[src/rtl/arb_pkg.sv]
// Shared types for the arbiter output buffering stage.
package arb_pkg;

    localparam int ARB_DW = 32;

    // MODE_IDLE is the arbiter's quiesce value; any other mode is a real beat.
    typedef enum logic [1:0] {
        MODE_IDLE = 2'd0,
        MODE_1    = 2'd1,
        MODE_2    = 2'd2,
        MODE_3    = 2'd3
    } arb_mode_t;

    // Field order here is the bit order used for each stored entry.
    typedef struct packed {
        arb_mode_t         mode;
        logic [7:0]        proc_val;
        logic [ARB_DW-1:0] data;
        logic              source;
    } arb_entry_t;

    localparam int ARB_ENTRY_W = $bits(arb_entry_t);

endpackage

[src/rtl/arb_fifo_mem.sv]
// Entry storage for arb_out_fifo: one synchronous write port and one
// asynchronous read port. Contents are intentionally not reset.
module arb_fifo_mem #(
    parameter int DEPTH = 16,
    parameter int EW    = 43,
    parameter int AW    = $clog2(DEPTH)
) (
    input  logic          clk,
    input  logic          we,
    input  logic [AW-1:0] waddr,
    input  logic [EW-1:0] wdata,
    input  logic [AW-1:0] raddr,
    output logic [EW-1:0] rdata
);

    logic [EW-1:0] mem [DEPTH];

    // Write port: store the packed entry at the write pointer.
    always_ff @(posedge clk) begin
        if (we) begin
            mem[waddr] <= wdata;
        end
    end

    assign rdata = mem[raddr];

endmodule

[src/rtl/arb_out_fifo.sv]
// First-word-fall-through buffer between the two-slave arbiter and the pixel
// engine. Optional per-source accept counters are enabled by defining
// ARB_FIFO_SRC_CNT_EN.
module arb_out_fifo
    import arb_pkg::*;
#(
    parameter int DW        = ARB_DW,
    parameter int DEPTH     = 16,
    parameter int AF_THRESH = 14
) (
    input  logic                       clk,
    input  logic                       rst_n,
    input  logic                       flush,
    input  logic                       wr_valid,
    input  logic [1:0]                 wr_mode,
    input  logic [DW-1:0]              wr_data,
    input  logic [7:0]                 wr_proc_val,
    input  logic                       wr_source,
    output logic                       fifo_full,
    output logic                       almost_full,
    output logic [$clog2(DEPTH):0]     count,
    output logic                       ovf_err,
    input  logic                       rd_ready,
    output logic                       rd_valid,
    output logic [1:0]                 rd_mode,
    output logic [DW-1:0]              rd_data,
    output logic [7:0]                 rd_proc_val,
    output logic                       rd_source
`ifdef ARB_FIFO_SRC_CNT_EN
    ,
    output logic [15:0]                src0_cnt,
    output logic [15:0]                src1_cnt
`endif
);

    localparam int AW = $clog2(DEPTH);
    localparam int CW = AW + 1;
    localparam int EW = 2 + 8 + DW + 1;

    logic [AW-1:0] wr_ptr;
    logic [AW-1:0] rd_ptr;
    logic [CW-1:0] count_q;
    logic [EW-1:0] head;
    logic          beat;
    logic          has_room;
    logic          we;
    logic          re;

    // A beat is any non-idle write; idle beats are dropped without error.
    assign beat     = wr_valid && (arb_mode_t'(wr_mode) != MODE_IDLE);
    // Room is judged on registered occupancy only, never on a same-cycle read,
    // so fifo_full stays a pure decode of state.
    assign has_room = count_q < CW'(DEPTH);
    assign we       = beat && has_room && !flush;
    assign re       = rd_valid && rd_ready && !flush;

    arb_fifo_mem #(
        .DEPTH (DEPTH),
        .EW    (EW),
        .AW    (AW)
    ) u_mem (
        .clk   (clk),
        .we    (we),
        .waddr (wr_ptr),
        .wdata ({wr_mode, wr_proc_val, wr_data, wr_source}),
        .raddr (rd_ptr),
        .rdata (head)
    );

    // Pointer, occupancy and sticky overflow state; flush outranks traffic.
    always_ff @(posedge clk or negedge rst_n) begin
        if (!rst_n) begin
            wr_ptr  <= '0;
            rd_ptr  <= '0;
            count_q <= '0;
            ovf_err <= 1'b0;
        end else if (flush) begin
            wr_ptr  <= '0;
            rd_ptr  <= '0;
            count_q <= '0;
            ovf_err <= 1'b0;
        end else begin
            if (we) wr_ptr <= wr_ptr + AW'(1);
            if (re) rd_ptr <= rd_ptr + AW'(1);
            case ({we, re})
                2'b10:   count_q <= count_q + CW'(1);
                2'b01:   count_q <= count_q - CW'(1);
                default: count_q <= count_q;
            endcase
            if (beat && !has_room) ovf_err <= 1'b1;
        end
    end

    assign count       = count_q;
    assign fifo_full   = count_q == CW'(DEPTH);
    assign almost_full = count_q >= CW'(AF_THRESH);
    assign rd_valid    = count_q != '0;

    // Head fields fall through from storage and read as zero while empty.
    always_comb begin
        {rd_mode, rd_proc_val, rd_data, rd_source} = '0;
        if (rd_valid) begin
            {rd_mode, rd_proc_val, rd_data, rd_source} = head;
        end
    end

`ifdef ARB_FIFO_SRC_CNT_EN
    // Saturating per-source counts of accepted writes.
    always_ff @(posedge clk or negedge rst_n) begin
        if (!rst_n) begin
            src0_cnt <= '0;
            src1_cnt <= '0;
        end else if (flush) begin
            src0_cnt <= '0;
            src1_cnt <= '0;
        end else if (we) begin
            if (!wr_source && src0_cnt != 16'hFFFF) src0_cnt <= src0_cnt + 16'd1;
            if (wr_source && src1_cnt != 16'hFFFF)  src1_cnt <= src1_cnt + 16'd1;
        end
    end
`endif

endmodule

[config.mk]
export PLATFORM = sky130hd
export DESIGN_NAME = arb_out_fifo
export DESIGN_NICKNAME = d
export VERILOG_FILES = /design/src/rtl/arb_pkg.sv /design/src/rtl/arb_fifo_mem.sv /design/src/rtl/arb_out_fifo.sv
export SDC_FILE = /design/constraint.sdc
export NUM_CORES = 1
export LEC_CHECK = 0
export CORE_MARGIN = 10
export CORE_UTILIZATION = 40
export CTS_BUF_LIST = sky130_fd_sc_hd__clkbuf_8
export DETAILED_ROUTE_END_ITERATION = 10
export PLACE_DENSITY_LB_ADDON = 0.25
export SLEW_MARGIN = 20
export SYNTH_ARGS = -nofsm -noshare
export SYNTH_HDL_FRONTEND = slang
export SYNTH_SLANG_ARGS = --single-unit
[constraint.sdc]
create_clock -name clk -period 7.71 [get_ports clk]
set_input_delay 1.542 -clock clk [delete_from_list [all_inputs] [get_ports clk]]
set_output_delay 1.542 -clock clk [all_outputs]
set_load 0.1 [all_outputs]
==> After elaboration in Yosys (flattened, before gate mapping) <==
Memory sizes are Yosys's and may differ from the RTL's.
Cells that the tools add are included.
Widths: inputs -> output; s select.
{ "totals": {"output_inout_bits": 52, "register_bits": 14, "wordCells": 42, "ramBits": 688, "in_bits": 48, "memories": 1} }
{ "memory_table": {"columns": ["name", "words", "word_bits", "read_ports", "rd_clocked_by_memory_dff", "write_ports", "line_no", "rtl"], "rows": [
  ["u_mem.mem", 16, 43, 1, 0, 1, "arb_fifo_mem.sv:16", "logic [EW-1:0] mem [DEPTH];"]
]} }
{ "classes": {"eq_ne": 3, "add_sub_neg": 4, "reduce_logical": 14, "n_mux": 14, "order_cmp": 2} }
{ "ops": {"columns": ["operator", "n"], "rows": [
  ["$mux 32", 1],
  ["$mux 4", 4],
  ["$pmux 5 s2", 1],
  ["$add 4x1->4 const B", 2],
  ["$mux 8", 1],
  ["$reduce_bool 2->1", 4],
  ["$logic_and 1x1->1", 6],
  ["$add 5x1->5 const B", 1],
  ["$eq 5x5->1 const B", 1],
  ["$ge 5x4->1 const B", 1],
  ["$lt 5x5->1 const B", 1],
  ["$mux 1", 5],
  ["$mux 5", 1],
  ["$reduce_bool 5->1", 1],
  ["$sub 5x1->5 const B", 1],
  ["$reduce_bool 3->1", 1],
  ["$eq 2x1->1 const B", 1],
  ["$eq 2x2->1 const B", 1],
  ["$logic_not 1->1", 2],
  ["$mux 2", 1]
]} }

==> Logic depth before layout (Yosys ltp) <==
Gate-level depths: netlist of the first run.
{ "logic_depth": {"ltp_word": 7, "ltp_mapped": 11, "depth_no_buf": 10} }

==> Hierarchy <==
Synthesis of the first run repeated with hierarchy kept, for this count alone.
{ "unflattened": {"hier_cells": 1218, "hier_area_um2": 26970.9} }
{ "modules_own_cells": {"columns": ["mod", "cells_each", "area_each_um2", "seq_area_each_um2", "n_inst"], "rows": [
  ["arb_fifo_mem", 1073, 25778.5, 20659.8, 1],
  ["arb_out_fifo", 145, 1192.4, 350.3, 1]
]} }

==> Least setup slack after synthesis of the first run <==
OpenSTA, ideal clock, no wires.
{ "synth_path": {"path_kind": "reg-to-output", "startpoint": "register count_q[1] (netlist: count[1])", "endpoint": "output port rd_data[23]", "n_path_buf": 1, "slack_ns": 2.767, "arrival_ns": 3.401, "path_stages_with_launch": 6, "required_time_ns": 6.168, "path_cell_list": "dfrtp_1 > or4_1 > nor2_1 > inv_2 > clkbuf_1 > and2_1"} }
{ "synth_between": {"elab_chain_cells": 2} }
{ "synth_lines": {"columns": ["item", "line_no", "rtl"], "rows": [
  ["start: declaration", "arb_out_fifo.sv:42", "logic [CW-1:0] count_q;"],
  ["start signal: assignment", "arb_out_fifo.sv:86", "2'b10: count_q <= count_q + CW'(1);"],
  ["start signal: assignment", "arb_out_fifo.sv:87", "2'b01: count_q <= count_q - CW'(1);"],
  ["start signal: assignment", "arb_out_fifo.sv:88", "default: count_q <= count_q;"],
  ["$reduce_bool 5->1", "arb_out_fifo.sv:97", "assign rd_valid = count_q != '0;"],
  ["via rd_valid", "arb_out_fifo.sv:24", "output logic rd_valid,"],
  ["$mux 32", "arb_out_fifo.sv:102", "if (rd_valid) begin"],
  ["end: declaration", "arb_out_fifo.sv:26", "output logic [DW-1:0] rd_data,"]
]} }
The timed path passes the listed nets, and every way through them passes these cells.

==> Final worst setup path of the first run <==
{ "layout_path": {"startpoint": "register rd_ptr[1]", "endpoint": "output port rd_source"} }
{ "layout_between": {"elab_chain_cells": 2} }
{ "layout_lines": {"columns": ["item", "line_no", "rtl"], "rows": [
  ["start: declaration", "arb_out_fifo.sv:41", "logic [AW-1:0] rd_ptr;"],
  ["start signal: assignment", "arb_out_fifo.sv:84", "if (re) rd_ptr <= rd_ptr + AW'(1);"],
  ["$mem_v2 16x43", null, null],
  ["$mux 1", "arb_out_fifo.sv:102", null],
  ["end: declaration", "arb_out_fifo.sv:28", "output logic rd_source"]
]} }
No other way between the ends.

==> out/qor.csv, run 1 <==
metric;value;unit
outcome;complete, no violations;
ir_drop;0.000212;V
regToRegSetupSlack;4.34;ns
clk_pin_slew;0.06;ns
fmax;164;MHz
synth_edf_count;688;
final_cell_area;0.0313;mm2
min_period;6.10;ns
tritoncts;built;
finalHoldViolations;0;
finalNetCount;1365;
antenna_left;0;
yosysSeqAreaShare;0.775;
drive_above_1_share;0.286;
wl;61300;um
cp-start-kind;register;
grt_pass1_vias;13367;
cts_hold_buf;0;
setup_viol;0;
path_class;register to output pin;
path_max_fanout;51;
wire_per_inst;26.9;um
grt_pass1_wl;90500;um
place_congestion;0.734;
synth_top_area_share;0.762;
cp.arrival;4.56;ns
ys_types;40;
place_area;0.0292;mm2
clockRootBuffer;clkbuf_8;
grt_usage;0.158;
synth_area;0.0271;mm2
fin_crit_sh;0.791;
min_path_type;register to register;
worst_pin_slew;1.15;ns
ys_seq_elements;702;
synthArstFlopShare;0.0199;
io_buffers;99;
grt_start_max_net_pins;52;
grt.overflow.total;0;
cts_resized;0;
drtIter0Drc;953;
rows;95;
r2r-end;u_mem.mem[3][10];
ys.flop_type;edfxtp_1;
htree_levels;3;
drtPass1Iterations;5;
clock_latency;0.71;ns
r2r-start;count[4];
fin_tns_setup;0;ns
die_y;280;um
rsz0062_at_grt;no;
antenna_found_initial;7;
cp-end-kind;output pin;
leakage;9.66;nW
place_hpwl;32100;um
cp-endpoint;rd_source;
required;6.17;ns
core;0.0672;mm2
cts_setup_buffers;0;
synth_top_area_cell;edfxtp_1;
ios;100;
rr_worst_depth;4;
design.die.area;0.0786;mm2
vias;12394;
synth_nets;1172;
area_growth;15.6;%
cts_max_path_buffers;3;
avgSynthCellArea;24.3;um2
startpoint;rd_ptr[1];
maxSlewHeadroom;0.231;
synth_area_leaders;edfxtp_1, mux4_2, dfrtp_1;
vias_per_cell;5.44;
cts_made_buffers;111;
start_util;0.404;
skew;0.0398;ns
drc_errors;0;
cts.sinks;702;
slew_viol_final;0;
syn_inst;1117;
power_density;338;mW/mm2
cap_violations;0;
dieWidth;280;um
yosysWarnings;0;
## cells in the mapped netlist, drive strengths merged (3+ instances only)
| master | count |
|---|---|
| xor2 | 5 |
| or3 | 3 |
| nand3 | 5 |
| nor2 | 32 |
| and2 | 44 |
| mux2i | 3 |
| mux4 | 215 |
| xnor2 | 4 |
| and3 | 4 |
| ha | 7 |
| buf | 30 |
| clkbuf | 26 |
| inv | 4 |
| nand2 | 8 |
| a21oi | 6 |
| o21ai | 6 |
| dfrtp | 14 |
| edfxtp | 688 |
## worst min path at each step
| stage | endpoint | cells past startpoint | start |
|---|---|---|---|
| 4_1_cts | ovf_err | 2 | ovf_err |
| 6_report | ovf_err | 2 | ovf_err |
| 2_1_floorplan | wr_ptr[3] | 2 | wr_ptr[3] |
| 3_3_place_gp | ovf_err | 2 | ovf_err |
| 5_1_grt | ovf_err | 2 | ovf_err |
| 3_5_place_dp | ovf_err | 2 | ovf_err |
## critical path: stages, from the launching register on
cell             delay, ns
dfrtp_4               0.95
buf_4                 0.64
mux4_2                0.42
mux4_2                0.49
and2_1                0.22
clkdlybuf4s50_1       0.99
## layout by cell type, fill, tap and decap left out, types with 2 or more instances in the layout
cell             count
a21oi_1              6
and2_1              44
and3_2               4
buf_12               2
buf_4               34
bufinv_16            5
clkbuf_8           113
clkdlybuf4s50_1     99
clkinv_1            36
clkinv_2            12
clkinvlp_4           2
dfrtp_1             10
dfrtp_4              3
diode_2              2
edfxtp_1           688
ha_1                 7
inv_1               41
mux2i_1              2
mux4_1               6
mux4_2             209
nand2_1              8
nand3_1              5
nor2_1              20
nor2_4              12
o21ai_0              2
o21ai_1              3
or3_1                3
xnor2_1              4
xor2_1               5
## metrics by stage
step	total power, W	cells	utilization	hold slack (ns)	setup WS (ns)
after global placement	0.00777	2069	0.435	0.488	2.16
after CTS	0.0107	2276	0.466	0.504	1.38
after floorplan	0.00701	1117	-	0.558	2.77
final	0.0106	2279	0.467	0.494	1.61
after detailed placement	0.00779	2069	0.435	0.486	2.08
after global routing	0.0110	2278	0.467	0.545	1.50
## sequential cells by signal, summed over array words and instances (netlist names)
| signal | count |
|---|---|
| u_mem.mem | 688 |
| ovf_err | 1 |
| count | 5 |
| wr_ptr | 4 |
| rd_ptr | 4 |
## where the power goes
part           internal [W]  switching, W  leakage, nW
clock network       0.00153       0.00141         1.20
logic               0.00116       0.00217         2.09
registers           0.00424     0.0000863         6.38
total               0.00692       0.00366         9.66
## metal layers
metal	vias up	GRT usage	wire length, um
met5	-	0	67
met4	10	0.0485	1040
met3	84	0.0391	4160
met2	382	0.249	29700
met1	6723	0.215	26400
li1	5195	-	-
## logic make-up (layout without fill, tap and decap cells)
logic type / after synthesis / after routing / synth area share
buf+inv: 60 / 347 / 0.0138
simple gates: 103 / 103 / 0.0201
fa+ha+maj: 7 / 7 / 0.00323
mux: 218 / 218 / 0.181
compound gates: 18 / 18 / 0.00406
other cells: 0 / 2 / 0
xor+xnor: 9 / 9 / 0.00291
flops: 702 / 702 / 0.775
## cell type report
type / count / area (um2)
inverters: 4 / 15.0
fillers: 5425 / 35800
clock inverters: 94 / 514
diodes: 2 / 5.00
repair buffers: 136 / 1310
flip-flops and latches: 702 / 21000
clock buffers: 113 / 1560
multi-input cells: 355 / 5810
well taps: 873 / 1090
(Power assumes the default switching activity.)
==> run 2: changes to the inputs <==
- clock period: 7.71 -> 5.8 ns (I/O delays scaled with it)
==> out/qor.csv, run 2 (same netlist as run 1, synthesis figures left out) <==
metric;value;unit;change
outcome;complete, no violations;;
r2r-end;count[4];;
path_class;register to output pin;;
cts_resized;0;;unchanged
clock_latency;0.71;ns;about the same
maxSlewHeadroom;0.333;;+0.102
dieWidth;280;um;unchanged
p_comb_frac;0.318;;+0.004
path_max_fanout;47;;-7.8%
drc_errors;0;;unchanged
cts_made_buffers;112;;+0.90%
cts.sinks;702;;unchanged
leakage;9.73;nW;+0.66%
fmax;194;MHz;
seqCellArea;0.0210;mm2;unchanged
cap_violations;0;;unchanged
start_util;0.404;;unchanged
clockRootBuffer;clkbuf_8;;
antenna_found_initial;7;;unchanged
die_y;280;um;unchanged
grt_pass1_vias;13325;;-0.31%
cp-start-kind;register;;
regToRegSetupSlack;2.87;ns;-1.47 ns
core;0.0672;mm2;unchanged
cts_hold_buf;0;;unchanged
io_buffers;99;;unchanged
fin_crit_sh;0.888;;
drtPass1Iterations;5;;unchanged
cp.arrival;3.99;ns;-0.57 ns
rows;95;;unchanged
p_int;0.00918;W;+33%
finalHoldViolations;0;;unchanged
worst_pin_slew;0.997;ns;-0.156 ns
setup_ws;0.648;ns;-0.962 ns
min_path_type;register to register;;
cts_max_path_buffers;3;;unchanged
r2r-start;count[1];;
grt_usage;0.158;;-0.000488
wire_per_inst;27.0;um;+0.26%
final_cell_mix;edfxtp_1, mux4_2, clkbuf_8;;
finalNetCount;1367;;+0.15%
grt_start_max_net_pins;55;;+5.8%
htree_levels;3;;unchanged
vias;12333;;-0.49%
drive_above_1_share;0.294;;+0.00746
cp-endpoint;rd_data[4];;
antenna_left;0;;unchanged
design.die.area;0.0786;mm2;unchanged
place_hpwl;31400;um;-2.2%
startpoint;rd_ptr[0];;
fillers;5460;;+0.65%
multi_input_area;0.00581;mm2;unchanged
tritoncts;built;;
rsz0062_at_grt;no;;
setup_viol;0;;unchanged
largest_register_ffs;688;;unchanged
final_common_cell;edfxtp_1;;
drtIter0Drc;959;;+0.63%
regMostFlops;u_mem.mem;;
grt_pass1_wl;90000;um;-0.56%
p_total;0.0141;W;+33%
dp_slack;1.33;ns;-0.755 ns
place_congestion;0.707;;-3.7%
cp-end-kind;output pin;;
ios;100;;unchanged
clk_pin_slew;0.06;ns;about the same
grt.overflow.total;0;;unchanged
area_growth;16.2;%;
power_density;447;mW/mm2;+32%
p_sw;0.00491;W;+34%
rr_worst_depth;10;;+6
holdPathStages;2;;unchanged
required;4.64;ns;-1.53 ns
slew_viol_final;0;;unchanged
fin_tns_setup;0;ns;unchanged
cts_setup_buffers;0;;unchanged
p_seq_frac;0.405;;-0.003
switching_share;0.349;;+0.00268
post-route-util;0.469;;+0.00227
wl;61400;um;about the same
vias_per_cell;5.42;;-0.32%
min_period;5.15;ns;
skew;0.0405;ns;+0.000641 ns
ir_drop;0.000326;V;+53%
pwr-share-clk;0.278;;about the same
==> run 2: cell types whose count changed in the layout (fill, tap and decap cells not counted), sizes merged <==
cell	delta
buf	+10
inv	+9
clkinv	-15
clkbuf	+1
bufinv	-1
diode	+1
clkdlybuf4s50	-9
==> run 2: cell type report <==
type,count,share of cell area
Clock inverter,87,0.0154
Clock buffer,114,0.0498
Timing Repair Buffer,137,0.0470
Multi-Input combinational cell,355,0.185
Tap cell,873,0.0347
Antenna cell,3,0.000238
Sequential cell,702,0.668
Inverter,4,0.000477
==> run 2: worst min-delay path by stage <==
stage / endpoint / startpoint / slack [ns]
finish: ovf_err / ovf_err / 0.51
detailed placement: ovf_err / ovf_err / 0.50
CTS: ovf_err / ovf_err / 0.52
global placement: ovf_err / ovf_err / 0.49
floorplan: wr_ptr[3] / wr_ptr[3] / 0.56
global route: ovf_err / ovf_err / 0.55
==> run 2: worst max-delay path, stage by stage (launching register included) <==
cell             delay [ns]
dfrtp_4                0.59
buf_12                 0.37
mux4_1                 0.60
mux4_2                 0.47
and2_1                 0.17
clkdlybuf4s50_1        0.97
==> run 2: per-stage QoR <==
stage / cell area [um2] / hold slack, ns / instances
floorplan: 27100 / 0.558 / 1117
global placement: 29400 / 0.492 / 2071
detailed placement: 29400 / 0.502 / 2071
CTS: 31500 / 0.517 / 2272
global route: 31500 / 0.551 / 2274
finish: 31500 / 0.511 / 2275
==> run 2: routing by layer <==
metal / track usage / vias up / wire length (um)
met5: 0 / - / 21
met4: 0.0535 / 4 / 1190
met3: 0.0318 / 96 / 3560
met2: 0.252 / 380 / 30100
met1: 0.214 / 6662 / 26500
li1: - / 5191 / -
==> run 2: power by group through the flow <==
stage                     logic, W  clock network (W)  registers [W]
after global placement     0.00454                  0        0.00580
after global routing       0.00471            0.00424        0.00571
after detailed placement   0.00456                  0        0.00581
final                      0.00447            0.00391        0.00570
after CTS                  0.00457            0.00402        0.00570
after floorplan            0.00347                  0        0.00585
